==> config.mk <==
export PLATFORM = sky130hd
export DESIGN_NAME = shifter_seq
export DESIGN_NICKNAME = d
export VERILOG_FILES = /design/src/rtl/shifter_seq.sv
export SDC_FILE = /design/constraint.sdc
export NUM_CORES = 1
export LEC_CHECK = 0
export ABC_CLOCK_PERIOD_IN_PS = 2060
export BUFFER_PORTS_ARGS = -buffer_cell sky130_fd_sc_hd__buf_2
export CAP_MARGIN = 20
export CORE_ASPECT_RATIO = 1.4
export CORE_MARGIN = 8
export CORE_UTILIZATION = 52
export CTS_BUF_LIST = sky130_fd_sc_hd__clkbuf_16
export DETAILED_ROUTE_END_ITERATION = 6
export HOLD_SLACK_MARGIN = 0.1
export PLACE_DENSITY = 0.82
export SLEW_MARGIN = 10
export SYNTH_ARGS = -nofsm -noshare
export SYNTH_HDL_FRONTEND = slang
export SYNTH_SLANG_ARGS = --single-unit
==> constraint.sdc <==
create_clock -name clk -period 2.06 [get_ports clk]
set_input_delay 0.412 -clock clk [delete_from_list [all_inputs] [get_ports clk]]
set_output_delay 0.412 -clock clk [all_outputs]
set_load 0.01 [all_outputs]
==> src/rtl/shifter_seq.sv <==
// Multi-cycle shifter: LSL/LSR/ASR/ROR, one bit position per clock.
// Define SHIFTER_SEQ_ROR_EN to build the rotate path; otherwise op=11 acts as LSR.
module shifter_seq #(
  parameter int WIDTH = 8,
  parameter int SHW   = $clog2(WIDTH)
) (
  input  logic             clk,
  input  logic             reset,
  input  logic             start,
  input  logic [1:0]       op,
  input  logic [SHW-1:0]   shamt,
  input  logic [WIDTH-1:0] d_in,
  output logic             busy,
  output logic             done,
  output logic [WIDTH-1:0] d_out
);

  typedef enum logic [1:0] {
    IDLE,
    SHIFT,
    DONE
  } state_t;

  state_t           state, state_nx;
  logic [WIDTH-1:0] w, w_nx, sh1, dout_nx;
  logic [SHW-1:0]   cnt, cnt_nx;
  logic [1:0]       op_r, op_nx;

  always_comb begin
    sh1 = w;
    unique case (op_r)
      2'b00: sh1 = {w[WIDTH-2:0], 1'b0};
      2'b01: sh1 = {1'b0, w[WIDTH-1:1]};
      2'b10: sh1 = {w[WIDTH-1], w[WIDTH-1:1]};
`ifdef SHIFTER_SEQ_ROR_EN
      2'b11: sh1 = {w[0], w[WIDTH-1:1]};
`else
      2'b11: sh1 = {1'b0, w[WIDTH-1:1]};
`endif
      default: sh1 = w;
    endcase
  end

  always_comb begin
    state_nx = state;
    w_nx     = w;
    cnt_nx   = cnt;
    op_nx    = op_r;
    dout_nx  = d_out;
    unique case (state)
      IDLE: begin
        if (start) begin
          w_nx     = d_in;
          cnt_nx   = shamt;
          op_nx    = op;
          state_nx = SHIFT;
        end
      end
      SHIFT: begin
        if (cnt != '0) begin
          w_nx   = sh1;
          cnt_nx = cnt - SHW'(1);
        end else begin
          dout_nx  = w;
          state_nx = DONE;
        end
      end
      DONE:    state_nx = IDLE;
      default: state_nx = IDLE;
    endcase
  end

  always_ff @(posedge clk or posedge reset) begin
    if (reset) begin
      state <= IDLE;
      w     <= '0;
      cnt   <= '0;
      op_r  <= '0;
      d_out <= '0;
    end else begin
      state <= state_nx;
      w     <= w_nx;
      cnt   <= cnt_nx;
      op_r  <= op_nx;
      d_out <= dout_nx;
    end
  end

  // Flag outputs decode the state register only, so they carry no input path.
  assign busy = (state != IDLE);
  assign done = (state == DONE);

endmodule

==> reports/metrics.csv <==
stage,metric,value,unit
logic_synthesis,top cell type's share of synthesized area,0.490,
drt,First-pass DRT Iterations,4,
timing,post-layout min period,1.79,ns
setup_path,Worst path depth,6,
logic_synthesis,syn_nets,127,
timing,Max Clk Rate,558,MHz
clock_network,H-tree levels,1,
drt,vias,954,
setup_path,flop2flop setup slack,0.27,ns
logic_synthesis,synth warn,0,
setup_path,Crit path max-delay family,simple AND/OR/NAND/NOR gates,
logic_synthesis,Synth Instances,109,
cells_and_area,final std cells w/o fill,159,
timing,hold slack,0.190,ns
cells_and_area,Filler cells,181,
floorplan,die area,0.00406,mm2
clock_network,Clock transition at path regs,0.06,ns
logic_synthesis,Mapped Area,0.00117,mm2
clock_network,hold-fix buffers at CTS,0,
cells_and_area,synthesis-to-layout area growth,20.7,%
grt,largest net degree at the start of global routing,24,
logic_synthesis,dominant synthesized flop cell,dfrtp_1,
logic_synthesis,Unique masters post-synth,29,
placed_design,GP Congestion,0.855,
cells_and_area,sequential cell area,576,um2
logic_synthesis,number of synthesized flops with an enable pin,0,
floorplan,Die X-Extent,56.2,um
cells_and_area,share of cells above drive strength 1,0.263,
logic_synthesis,synth cell count leaders,"dfrtp_1 (23), mux2_1 (11), nor2_1 (8), o21a_1 (8)",
timing,Worst-Margin Slew,0.404,ns
power_and_ir_drop,Power Dens Cells,1840,mW/mm2
timing,Slew HR,0.729,
logic_synthesis,most common cell in the netlist,dfrtp_1,
setup_path,worst setup path endpoint,w[4],
timing,setup TNS,0,ns
setup_path,Crit Path Category,flip-flop to flip-flop,
cells_and_area,Final Util,0.659,
timing,Final Slew Violations,0,
logic_synthesis,sequential share of the synthesized area,0.490,
setup_path,CP Data Arrival Time,1.94,ns
floorplan,io pins,26,
timing,Fin. Hold Viols,0,
setup_path,r2r startpoint,cnt[0],
floorplan,FP Rows,20,
grt,total gr overflow,0,
floorplan,core area,0.00215,mm2
drt,Final ANT Viol Nets,0,
grt,number of global-route vias before repair,1000,
clock_network,CTS tree,yes,
grt,total global-route track usage,0.139,
setup_path,reg2reg end,w[4],
power_and_ir_drop,Leakage,0.000674,uW
cells_and_area,Inserted Diodes,0,
placed_design,port bufs,25,
clock_network,clock tree buffer depth,2,
grt,initial antenna violation count,0,
logic_synthesis,#FFs+latches synth,23,
run,max-cap violations,0,
timing,Final Skew,0.00149,ns
logic_synthesis,ys async rst share,1.00,
min_path,Hold Path Class,primary input to asynchronous set/reset pin,
drt,DRC viols,0,
floorplan,Die Ht,72.2,um
clock_network,Post-CTS Setup Bufs,0,
logic_synthesis,largest cells by area after synthesis,"dfrtp_1 (49%), mux2_1 (11%), o21a_1 (5.1%)",
setup_path,Startpoint Class,flip-flop,
setup_path,crit path buf inv count,2,
power_and_ir_drop,maximum VDD drop,0.900,mV
setup_path,CP Data Required Time,2.21,ns
placed_design,Place WS,0.328,ns
setup_path,Worst path max stage delay,0.38,ns
clock_network,CTS buffer count,3,
timing,final cycle utilization of the critical path,0.869,
setup_path,cells along the critical path,"inv_1, ha_1, and3b_1, or2_1, buf_4, o31ai_1",
drt,Starting DRT DRC Count,46,
timing,Final setup viols,0,
setup_path,CP max-delay cell,dfrtp_1,
setup_path,worst reg2reg path depth,6,
logic_synthesis,Mean Syn Cell Area,10.8,um2
floorplan,Starting Density,0.546,
setup_path,Setup crit start,cnt[0],
drt,WL final,2720,um
logic_synthesis,Yosys top cell by area,dfrtp_1,
clock_network,CTS Root Buffer Type,clkbuf_16,
timing,RSZ-0062 raised after global routing,no,
grt,first-pass GRT wire length,4600,um
placed_design,Detail Placement HPWL,1920,um
run_status,outcome,"complete, no violations",
timing,min setup slack post-route,0.269,ns
drt,vias per cell,6.00,
clock_network,post-CTS resize count,0,
setup_path,Crit. End Element,flip-flop,
clock_network,Clock Latency Late Sink,0.25,ns
setup_path,worst-path maximum fanout,13,
placed_design,Cell Count Post-Placement,155,
cells_and_area,# nets final,156,
clock_network,clock sink total,23,
cells_and_area,area occupied by multi-input gates,536,um2
drt,drt wl/cell,17.1,um
==> layer usage <==
metal	GRT usage	share of wire
met4	0.0670	0.015
met2	0.248	0.53
met3	0.0384	0.057
met5	0	0
met1	0.146	0.40
==> cell type report <==
type                    count  share of cell area
flip-flops and latches     23               0.406
well taps                  22              0.0194
clock buffers               3              0.0530
clock inverters             1             0.00265
repair buffers             32               0.125
multi-input cells          72               0.378
inverters                   6              0.0159
==> stage by stage <==
stage	area, um2	power, uW
4_1_cts	1420	2610
6_report	1420	2600
3_5_place_dp	1340	2180
5_1_grt	1420	2800
2_1_floorplan	1170	1800
3_3_place_gp	1340	2110
==> flip-flops by register name, summed over array words and instances, names as in the netlist <==
signal / cells
cnt: 3
d_out: 8
op_r: 2
state: 2
w: 8
==> power by group <==
part,switching (uW),internal [uW]
Clock,148,259
Sequential,239,690
Combinational,654,612
Total,1040,1560
==> worst min-delay path by stage <==
stage | end | slack [ns] | cells after the start
finish | d_out[4] | 0.19 | 3
global route | d_out[0] | 0.22 | 3
CTS | d_out[0] | 0.19 | 3
detailed placement | d_out[4] | 0.47 | 3
global placement | d_out[4] | 0.46 | 3
floorplan | cnt[0] | 0.41 | 1
==> cells in the final DEF (no fill, tap or decap), types with 2 or more instances in the layout <==
master,Yosys,layout
ha_1,2,2
mux2_1,11,11
o21ai_1,4,4
inv_1,5,6
buf_4,0,7
o21a_1,8,8
nor2_1,8,8
clkbuf_16,0,3
a21oi_1,2,2
o31ai_1,7,7
o21ai_0,7,7
buf_2,3,25
or2_1,2,2
a211oi_1,6,6
nor3b_1,3,3
dfrtp_1,23,23
==> worst register-to-register path, delay by kind of cell, from the launching register on <==
kind / cells / cell delay, ns
flops: 1 / 0.38
compound gates: 1 / 0.25
buf+inv: 2 / 0.26
fa+ha+maj: 1 / 0.20
simple gates: 2 / 0.59
==> logic make-up after synthesis <==
group	synth area share
adders and majority gates	0.0213
DFF	0.490
AOI/OAI and AO/OA	0.219
and+or+nand+nor	0.101
muxes	0.114
buffers and inverters	0.0543
No activity file was read; power rests on OpenSTA's default activity.
